File: config.mk
export PLATFORM = sky130hd
export DESIGN_NAME = instr_encoder
export DESIGN_NICKNAME = d
export VERILOG_FILES = /design/src/rtl/instr_pkg.sv /design/src/rtl/instr_fifo2.sv /design/src/rtl/instr_encoder.sv
export SDC_FILE = /design/constraint.sdc
export NUM_CORES = 1
export LEC_CHECK = 0
export CAP_MARGIN = 20
export CORE_ASPECT_RATIO = 0.6
export CORE_MARGIN = 4
export CORE_UTILIZATION = 39
export CTS_CLUSTER_SIZE = 10
export DETAILED_ROUTE_END_ITERATION = 12
export SYNTH_ARGS = -nofsm -noshare
export SYNTH_HDL_FRONTEND = slang
export SYNTH_SLANG_ARGS = --single-unit
File: constraint.sdc
create_clock -name clk -period 3.9 [get_ports clk]
set_input_delay 0.585 -clock clk [delete_from_list [all_inputs] [get_ports clk]]
set_output_delay 0.585 -clock clk [all_outputs]
set_load 0.005 [all_outputs]
File: src/rtl/instr_pkg.sv
// Shared ISA definitions for the instruction encoder and the ID stage:
// class codes, opcode constants, field positions, legality and packing.
package instr_pkg;

    typedef enum logic [1:0] {
        CLS_DIMM = 2'b00,
        CLS_DREG = 2'b01,
        CLS_LS   = 2'b10,
        CLS_SYS  = 2'b11
    } instr_class_e;

    typedef enum logic [1:0] {
        ST_IDLE,
        ST_RUN,
        ST_DRAIN,
        ST_DONE
    } enc_state_e;

    localparam logic [4:0] OP_MOV    = 5'b00000;
    localparam logic [4:0] OP_MOVT   = 5'b00001;
    localparam logic [4:0] OP_NOT    = 5'b10110;
    localparam logic [3:0] SYS_B     = 4'b0000;
    localparam logic [3:0] SYS_BCOND = 4'b0001;
    localparam logic [3:0] SYS_BR    = 4'b0010;
    localparam logic [3:0] SYS_NOP   = 4'b0100;
    localparam logic [3:0] SYS_HALT  = 4'b1000;

    localparam int unsigned CLS_LO  = 30;
    localparam int unsigned OP_LO   = 25;
    localparam int unsigned RD_LO   = 22;
    localparam int unsigned RS1_LO  = 19;
    localparam int unsigned RS2_LO  = 16;
    localparam int unsigned COND_LO = 21;

    typedef struct packed {
        instr_class_e cls;
        logic [4:0]   op;
        logic [2:0]   rd;
        logic [2:0]   rs1;
        logic [2:0]   rs2;
        logic [3:0]   cond;
        logic [15:0]  imm;
    } instr_fields_t;

    function automatic logic is_alu_op(input logic [4:0] op);
        return ((op >= 5'd17) && (op <= 5'd21)) || ((op >= 5'd25) && (op <= 5'd29));
    endfunction

    function automatic logic is_legal(input instr_fields_t f);
        logic ok;
        ok = 1'b0;
        case (f.cls)
            CLS_DIMM: ok = (f.op <= 5'd5) || is_alu_op(f.op);
            CLS_DREG: ok = is_alu_op(f.op) || (f.op == OP_NOT);
            CLS_LS:   ok = (f.op[4:1] == 4'd0);
            CLS_SYS:  ok = !f.op[4] &&
                           (f.op[3:0] inside {SYS_B, SYS_BCOND, SYS_BR, SYS_NOP, SYS_HALT});
            default:  ok = 1'b0;
        endcase
        return ok;
    endfunction

    function automatic logic [31:0] pack_fields(input instr_fields_t f);
        logic [31:0] w;
        w = '0;
        w[CLS_LO +: 2] = f.cls;
        case (f.cls)
            CLS_DIMM: begin
                w[OP_LO +: 5] = f.op;
                w[RD_LO +: 3] = f.rd;
                if ((f.op != OP_MOV) && (f.op != OP_MOVT))
                    w[RS1_LO +: 3] = f.rs1;
                w[15:0] = f.imm;
            end
            CLS_DREG: begin
                w[OP_LO +: 5]  = f.op;
                w[RD_LO +: 3]  = f.rd;
                w[RS1_LO +: 3] = f.rs1;
                if (f.op != OP_NOT)
                    w[RS2_LO +: 3] = f.rs2;
            end
            CLS_LS: begin
                w[OP_LO]       = f.op[0];
                w[RD_LO +: 3]  = f.rd;
                w[RS1_LO +: 3] = f.rs1;
                w[15:0]        = f.imm;
            end
            default: begin
                w[OP_LO +: 4] = f.op[3:0];
                case (f.op[3:0])
                    SYS_B:     w[15:0] = f.imm;
                    SYS_BCOND: begin
                        w[COND_LO +: 4] = f.cond;
                        w[15:0]         = f.imm;
                    end
                    SYS_BR: begin
                        w[RS1_LO +: 3] = f.rs1;
                        w[15:0]        = f.imm;
                    end
                    default: ;
                endcase
            end
        endcase
        return w;
    endfunction

endpackage

File: src/rtl/instr_fifo2.sv
// Two-entry valid/ready buffer holding {address, word} pairs for the
// instruction-memory write port.
module instr_fifo2 #(
    parameter int unsigned W = 42
) (
    input  logic         clk,
    input  logic         rst_n,
    input  logic         i_push,
    input  logic [W-1:0] i_data,
    input  logic         i_pop,
    output logic         o_valid,
    output logic [W-1:0] o_data,
    output logic [1:0]   o_count
);

    logic [W-1:0] r_mem [2];
    logic         r_rd_ptr;
    logic         r_wr_ptr;
    logic [1:0]   r_count;
    logic         w_do_push;
    logic         w_do_pop;

    assign w_do_pop  = i_pop && (r_count != 2'd0);
    // A push into a full buffer is only allowed when the head leaves the same cycle.
    assign w_do_push = i_push && ((r_count != 2'd2) || w_do_pop);

    always_ff @(posedge clk) begin
        if (!rst_n) begin
            r_mem[0] <= '0;
            r_mem[1] <= '0;
            r_rd_ptr <= 1'b0;
            r_wr_ptr <= 1'b0;
            r_count  <= '0;
        end else begin
            if (w_do_push) begin
                r_mem[r_wr_ptr] <= i_data;
                r_wr_ptr        <= ~r_wr_ptr;
            end
            if (w_do_pop)
                r_rd_ptr <= ~r_rd_ptr;
            case ({w_do_push, w_do_pop})
                2'b10:   r_count <= r_count + 2'd1;
                2'b01:   r_count <= r_count - 2'd1;
                default: r_count <= r_count;
            endcase
        end
    end

    assign o_valid = (r_count != 2'd0);
    assign o_data  = r_mem[r_rd_ptr];
    assign o_count = r_count;

endmodule

File: src/rtl/instr_encoder.sv
// Field-to-word instruction encoder: validates decoded field bundles, packs
// them into ISA words and streams them with incrementing addresses to memory.
module instr_encoder
    import instr_pkg::*;
#(
    parameter int unsigned ADDR_W   = 10,
    parameter int unsigned ERRCNT_W = 8
) (
    input  logic                clk,
    input  logic                rst_n,
    input  logic                start,
    input  logic [ADDR_W-1:0]   base_addr,
    input  logic                in_valid,
    output logic                in_ready,
    input  logic [1:0]          in_class,
    input  logic [4:0]          in_op,
    input  logic [2:0]          in_rd,
    input  logic [2:0]          in_rs1,
    input  logic [2:0]          in_rs2,
    input  logic [3:0]          in_cond,
    input  logic [15:0]         in_imm,
    output logic                mem_valid,
    input  logic                mem_ready,
    output logic [ADDR_W-1:0]   mem_addr,
    output logic [31:0]         mem_wdata,
    output logic                busy,
    output logic                done,
    output logic                err,
    output logic [ERRCNT_W-1:0] err_count,
    output logic                overflow
);

    enc_state_e            r_state;
    enc_state_e            w_state_next;
    logic [ADDR_W-1:0]     r_addr;
    logic                  r_err;
    logic [ERRCNT_W-1:0]   r_err_count;
    logic                  r_overflow;
    logic                  r_done;

    instr_fields_t         w_fields;
    logic                  w_legal;
    logic                  w_accept;
    logic                  w_push;
    logic                  w_pop;
    logic                  w_is_halt;
    logic                  w_last_addr;
    logic                  w_start_ok;
    logic [1:0]            w_fifo_count;
    logic [ADDR_W+31:0]    w_head;

    always_comb begin
        w_fields.cls  = instr_class_e'(in_class);
        w_fields.op   = in_op;
        w_fields.rd   = in_rd;
        w_fields.rs1  = in_rs1;
        w_fields.rs2  = in_rs2;
        w_fields.cond = in_cond;
        w_fields.imm  = in_imm;
    end

    assign w_legal     = is_legal(w_fields);
    assign in_ready    = (r_state == ST_RUN) && (w_fifo_count < 2'd2);
    assign w_accept    = in_valid && in_ready;
    assign w_push      = w_accept && w_legal;
    assign w_pop       = mem_valid && mem_ready;
    assign w_is_halt   = (in_class == CLS_SYS) && (in_op == {1'b0, SYS_HALT});
    assign w_last_addr = (r_addr == '1);
    assign w_start_ok  = start && ((r_state == ST_IDLE) || (r_state == ST_DONE));

    always_comb begin
        w_state_next = r_state;
        case (r_state)
            ST_IDLE, ST_DONE: if (start) w_state_next = ST_RUN;
            ST_RUN:   if (w_push && (w_is_halt || w_last_addr)) w_state_next = ST_DRAIN;
            ST_DRAIN: if (w_fifo_count == 2'd0) w_state_next = ST_DONE;
            default:  w_state_next = ST_IDLE;
        endcase
    end

    always_ff @(posedge clk) begin
        if (!rst_n) begin
            r_state     <= ST_IDLE;
            r_addr      <= '0;
            r_err       <= 1'b0;
            r_err_count <= '0;
            r_overflow  <= 1'b0;
            r_done      <= 1'b0;
        end else begin
            r_state <= w_state_next;
            if (w_start_ok) begin
                r_addr      <= base_addr;
                r_err       <= 1'b0;
                r_err_count <= '0;
                r_overflow  <= 1'b0;
                r_done      <= 1'b0;
            end else begin
                // The address wraps naturally; the state change stops further accepts.
                if (w_push) begin
                    r_addr <= r_addr + ADDR_W'(1);
                    if (w_last_addr) begin
                        r_overflow <= 1'b1;
                        r_done     <= 1'b1;
                    end
                end
                if (w_accept && !w_legal) begin
                    r_err <= 1'b1;
                    if (r_err_count != '1)
                        r_err_count <= r_err_count + ERRCNT_W'(1);
                end
                if ((r_state == ST_DRAIN) && (w_state_next == ST_DONE))
                    r_done <= 1'b1;
            end
        end
    end

    instr_fifo2 #(
        .W(ADDR_W + 32)
    ) u_fifo (
        .clk     (clk),
        .rst_n   (rst_n),
        .i_push  (w_push),
        .i_data  ({r_addr, pack_fields(w_fields)}),
        .i_pop   (w_pop),
        .o_valid (mem_valid),
        .o_data  (w_head),
        .o_count (w_fifo_count)
    );

    assign mem_addr  = w_head[32 +: ADDR_W];
    assign mem_wdata = w_head[31:0];
    assign busy      = (r_state == ST_RUN) || (r_state == ST_DRAIN);
    assign done      = r_done;
    assign err       = r_err;
    assign err_count = r_err_count;
    assign overflow  = r_overflow;

endmodule

==> results of run 1 <==
-- power groups by stage --
stage,clock network [uW],registers (uW),logic (uW)
CTS,980,1420,583
detailed placement,0,1450,578
finish,966,1420,578
floorplan,0,1420,321
global route,1040,1430,630
global placement,0,1450,567
-- final cells by class --
class / instances / area (um2) / share of cell area, %
flip-flops and latches: 112 / 3080 / 43.8
multi-input cells: 313 / 2220 / 31.6
repair buffers: 114 / 1150 / 16.3
well taps: 192 / 240 / 3.41
clock buffers: 10 / 229 / 3.25
clock inverters: 6 / 77.6 / 1.10
inverters: 12 / 45.0 / 0.639
-- worst register-to-register path: stages (launching register included) --
cell and delay [ps]:
dfxtp_1 380, ha_1 220, nor2b_1 260, and2_1 390
and4_1 890, and3_1 300
-- cell usage in the layout, fill, tap and decap left out, types with 4 or more instances in the layout --
cell and instances:
a211oi_1 4, a21oi_1 13, a31oi_1 10, and2_1 23, and3_1 45, and4_1 4
buf_4 6, clkbuf_16 9, clkdlybuf4s50_1 106, dfxtp_1 27, edfxtp_1 84, ha_1 8
inv_1 12, mux2_2 42, nand2_1 19, nand3_1 8, nand4_1 9, nor2_1 28
nor2_2 5, nor2_4 5, nor3_1 8, o21ai_0 18, o31ai_1 10, or4_1 7
-- metal layers --
metal  part of all wire, %  up-vias  global-route usage, %
li1                      -     1954                      -
met1                    51     1974                   25.5
met2                    43       90                   25.3
met3                   5.1        4                   4.27
met4                  0.29        0                   4.52
met5                     0        -                      0
-- cells by family (layout without fill, tap and decap cells) --
kind of cell    Yosys count  count (layout)
xor+xnor                  1               1
flops                   112             112
fa+ha+maj                 8               8
mux                      42              42
compound gates           82              82
simple gates            180             180
buf+inv                  44             142
-- how the worst max path moves through the flow --
stage / to / slack (ps) / cells past startpoint
2_1_floorplan: u_fifo.r_mem[1][0] / 390 / 8
3_3_place_gp: u_fifo.r_mem[0][13] / 470 / 8
3_5_place_dp: u_fifo.r_mem[1][13] / 330 / 7
4_1_cts: u_fifo.r_mem[1][16] / 700 / 7
5_1_grt: u_fifo.r_mem[1][13] / 500 / 7
6_report: u_fifo.r_mem[0][0] / 740 / 8
-- flip-flops by register name, indices dropped and copies added, names as in the netlist, 2 cells and up, named ones only --
name and cells:
u_fifo.r_mem 84, r_addr 10, err_count 8, r_state 2, u_fifo.o_count 2
-- per-stage QoR --
step	util, %	cell area [um2]	power [uW]	hold WS (ps)
after detailed placement	49.0	6740	2030	456
after global placement	49.0	6740	2010	455
final	51.3	7050	2970	486
after floorplan	-	5510	1740	460
after CTS	51.3	7050	2990	487
after global routing	51.3	7050	3100	521
==> results.md, run 1 <==
- Status: complete, no violations
- Slowest CP cell: clkdlybuf4s50_1
- Comb power frac: 19.5%
- Clk_skew: 8.60 ps
- Critical Path AT: 3190 ps
- Worst R2R End: u_fifo.r_mem[1][16]
- Area leader, netlist: edfxtp_1
- Headroom to the max-slew limit: 36.7%
- Max-cap viol count: 0
- Delay-heaviest family, CP: buffers and inverters
- Reg2Reg Depth: 5
- Crit path max fanout: 42
- Setup repair bufs after CTS: 0
- Fin crit share: 81.0%
- Clock slew at reported path FFs: 80 ps
- Reg2reg setup slack: 1330 ps
- Avg Synthesized Cell Area: 11.7 um2
- Vias: 4022
- Final Instance Count excl. Fillers: 759
- Post-synth EDFFs: 84
- Final WL: 13700 um
- Die Span Y: 100 um
- Fillers: 1200
- Post-synth top cells: edfxtp_1, and3_1, mux2_2, dfxtp_1, nor2_1
- Nature of the critical path startpoint: input pin
- Total Neg Setup Slack: 0 ps
- Core area: 13700 um2
- Minimum clock period: 3160 ps
- Post-synthesis adder-cell area fraction: 1.82%
- FF-to-FF Start: r_state[0]
- IO Port Bufs: 106
- IO Pins: 107
- Cts repair resizes: 0
- Final hold vios: 0
- H-tree depth: 3
- F_max: 317 MHz
- Drt drc: 0
- Post-synth cell types: 56
- CP required: 3930 ps
- Crit-path cells: clkdlybuf4s50_1 > inv_1 > ha_1 > a31oi_1 > a22o_2 > or3_1 > nand2_2 > buf_12
- Worst VDD drop: 0.228 mV
- Syn Nets: 528
- Root Driver: clkbuf_16
- Critical path class: in2reg
- Routability Congestion: 0.806
- Vias per cell: 5.30
- 1st-iter DRT viols: 301
- P_leak: 0.00260 uW
- Int Pwr: 2160 uW
- Initial antenna violation count: 0
- Worst hold path type: reg2reg
- Ant diodes: 0
- Switch Pwr: 810 uW
- Hold depth: 2
- Antenna Nets Post-Route: 0
- Hold wc startpoint: err
- Clk buf depth: 2
- Crit. Startpoint: in_class[0]
- # setup viols final: 0
- Drt pass-1 iters: 4
- FP Rows: 33
- Synth Flop Type: edfxtp_1
- CTS tree: yes
- Synth Cell Area: 5510 um2
- Worst Max-Slew Pin Slew: 949 ps
- Ys Warns: 0
- Fin nets: 621
- Clock share of power: 32.5%
- Global-route wire length before repair: 21700 um
- Synth top area cells: edfxtp_1, dfxtp_1, mux2_2
- Initial Utilization: 40.0%
- Place WS: 332 ps
- GRT overflow: 0
- Synthesis-to-finish area growth: 28.0%
- Gr usage total: 17.2%
- Detail Placement HPWL: 9390 um
- Post-Synth Simple-Gate Area: 19.5%
- Seq/Total Area, Yosys: 56.0%
- Hold Path Sink: err
- Power per cell area: 421 nW/um2
- Die Area: 16100 um2
- Number of global-route vias before repair: 4064
- CP endpoint kind: flop
- Clock buffer count from CTS: 9
- Combinational family with the most area after synthesis: simple AND/OR/NAND/NOR gates
- Sequential power share: 48.0%
- Setup ws final: 742 ps
- Yosys top cell area share: 45.8%
- Net Sw Frac: 27.3%
- Share of flip-flops with an asynchronous set or reset: 0%
- Largest net degree at the start of global routing: 43
- Mapped Cells: 469
- Most frequent cell after synthesis: edfxtp_1
- Layout cells sized above 1: 15.9%
- FF+latch count, synth: 112
- Compound-cell area share of the yosys netlist: 10.2%
- Post-synthesis mux area share: 8.59%
- Placed insts: 743
- Die width: 161 um
- Max-slew violations: 0
- CTS Sinks: 112
- CP Buf/Inv Count: 3
- Routed len/inst: 18.1 um
- Clk_lat worst skew: 350 ps
- Cts-stage hold buffer count: 0
- Max incr delay on CP: 480 ps
- RSZ-0062 raised after global routing: no
- Post-synthesis xor/xnor area fraction: 0.159%
(Power assumes the default switching activity.)
==> run 2, diff against run 1 <==
Clock period 3.9 ns to 2.96 ns, I/O delays scaled along.
==> run 2 against run 1 <==
Critical path depth grew 1; clock skew is essentially flat; setup slack lost 400 ps; hold slack lost 3.0 ps; critical endpoint is now u_fifo.r_mem[0][1]; clock-buffer cell count shrank 1; non-clock buffer count grew 30; critical path type unchanged; sequential share of layout area shrank 2.0 points; die area is the same; total power grew 33%; register-to-register slack lost 710 ps.
==> results.md, run 2 (synthesis results as in run 1) <==
- Fin crit share: 88.3%
- Routed len/inst: 17.6 um (-2.5%)
- FP Rows: 33 (unchanged)
- Delay-heaviest family, CP: buffers and inverters
- Critical path depth: 9 (+1)
- Most frequent cells in the layout: clkdlybuf4s50_1, edfxtp_1, and3_1
- Worst VDD drop: 0.275 mV (+20%)
- Root Driver: clkbuf_16
- Routability Congestion: 0.846 (+4.9%)
- Max-slew violations: 0 (unchanged)
- Drt pass-1 iters: 5 (+1)
- Cts repair resizes: 0 (unchanged)
- CTS Sinks: 112 (unchanged)
- IO Port Bufs: 106 (unchanged)
- Status: complete, no violations
- Gr usage total: 17.5% (+0.25 points)
- F_max: 383 MHz
- CTS tree: yes
- Clock buffer count from CTS: 9 (unchanged)
- # setup viols final: 0 (unchanged)
- Die Span Y: 100 um (unchanged)
- Crit-path cells: clkdlybuf4s50_1 > inv_1 > ha_1 > a2111oi_1 > a31oi_1 > a22o_2 > or3_1 > nand2_4 > buf_12
- Clk_lat worst skew: 350 ps (about the same)
- Critical path class: in2reg
- Nature of the critical path startpoint: input pin
- Final Instance Count excl. Fillers: 789 (+4.0%)
- Final WL: 13900 um (+1.4%)
- Core area: 13700 um2 (unchanged)
- Slowest CP cell: clkdlybuf4s50_1
- Worst Max-Slew Pin Slew: 453 ps (-497 ps)
- IO Pins: 107 (unchanged)
- Initial Utilization: 40.0% (unchanged)
- GRT overflow: 0 (unchanged)
- Setup repair bufs after CTS: 0 (unchanged)
- Placed insts: 773 (+4.0%)
- Ant diodes: 0 (unchanged)
- Final hold vios: 0 (unchanged)
- Critical Path AT: 2680 ps (-510 ps)
- P_leak: 0.00278 uW (+6.8%)
- Fin nets: 651 (+4.8%)
- Total Neg Setup Slack: 0 ps (unchanged)
- Die Area: 16100 um2 (unchanged)
- Global-route wire length before repair: 22400 um (+2.9%)
- Clock slew at reported path FFs: 70 ps (about the same)
- Headroom to the max-slew limit: 69.4% (+33 points)
- Antenna Nets Post-Route: 0 (unchanged)
- Initial antenna violation count: 0 (unchanged)
- Largest net degree at the start of global routing: 31 (-28%)
- H-tree depth: 3 (unchanged)
- Reg2Reg Depth: 6 (+1)
- Detail Placement HPWL: 10200 um (+9.0%)
- CP endpoint kind: flop
- 1st-iter DRT viols: 271 (-10%)
- Max-cap viol count: 0 (unchanged)
- Max incr delay on CP: 510 ps (+30 ps)
- Layout cells sized above 1: 20.1% (+4.2 points)
- Vias: 4224 (+5.0%)
- Drt drc: 0 (unchanged)
- Clk_skew: 8.59 ps (-0.0134 ps)
- RSZ-0062 raised after global routing: no
- Power per cell area: 535 nW/um2 (+27%)
- Vias per cell: 5.35 (+1.0%)
- Max reg flops: 84 (unchanged)
- CP Buf/Inv Count: 3 (unchanged)
- Most common cell after layout, fill and taps aside: clkdlybuf4s50_1
- Clk buf depth: 2 (unchanged)
- Biggest register: u_fifo.r_mem
- CP required: 3020 ps (-910 ps)
- Number of global-route vias before repair: 4297 (+5.7%)
- Crit path max fanout: 14 (-67%)
- Die width: 161 um (unchanged)
- Worst hold path type: reg2reg
- Synthesis-to-finish area growth: 34.0%
- Minimum clock period: 2610 ps
- Cts-stage hold buffer count: 0 (unchanged)
- Hold depth: 2 (unchanged)
## run 2: changes by cell type in the layout (fill, tap and decap cells not counted), sizes merged
cell,previous run,this run
buf,8,38
clkinvlp,1,3
clkbuf,10,9
clkinv,2,1
## run 2: area by class of cell
class	count	area, um2
repair buffers	144	1470
clock buffers	9	225
clock inverters	7	78.8
fillers	1183	6370
inverters	12	45.0
well taps	192	240
multi-input cells	313	2230
flip-flops and latches	112	3080
## run 2: per-layer routing
layer / part of all wire, % / track usage, % / wire length [um] / vias up
li1: - / - / - / 2019
met1: 50 / 25.5 / 6920 / 2046
met2: 43 / 26.3 / 5970 / 148
met3: 6.6 / 4.80 / 912 / 11
met4: 0.76 / 3.47 / 105 / 0
met5: 0 / 0 / 0 / -
## run 2: worst paths after layout
kind,from,end,slack (ps)
hold / removal,err,err,480
setup / recovery,in_class[1],u_fifo.r_mem[0][1],350
setup reg to reg,r_state[0],err_count[7],620
hold reg to reg,err,err,480
## run 2: worst reg2reg max path, delay by kind of cell, from the launching register on
| family | cells | cell delay, ps |
|---|---|---|
| adder cells (fa/ha/maj) | 1 | 230 |
| AND/OR/NAND/NOR | 4 | 1490 |
| AO/OA/AOI/OAI | 1 | 150 |
| flip-flops | 1 | 400 |
## run 2: power breakdown
group	internal [uW]	leakage, uW	total [uW]	switching, uW
Clock	666	0.000139	1240	576
Combinational	425	0.00154	829	404
Sequential	1800	0.00110	1870	77.2
Total	2890	0.00278	3950	1060
## run 2: per-stage QoR
stage,utilization [%],setup slack (ps),area (um2),total power [uW],hold WS (ps)
final,53.7,346,7380,3950,483
after global routing,53.7,196,7380,4120,513
after CTS,53.7,361,7380,3970,483
after detailed placement,51.5,9.93,7080,2740,457
after global placement,51.5,30.8,7080,2720,456
after floorplan,-,166,5520,2300,460
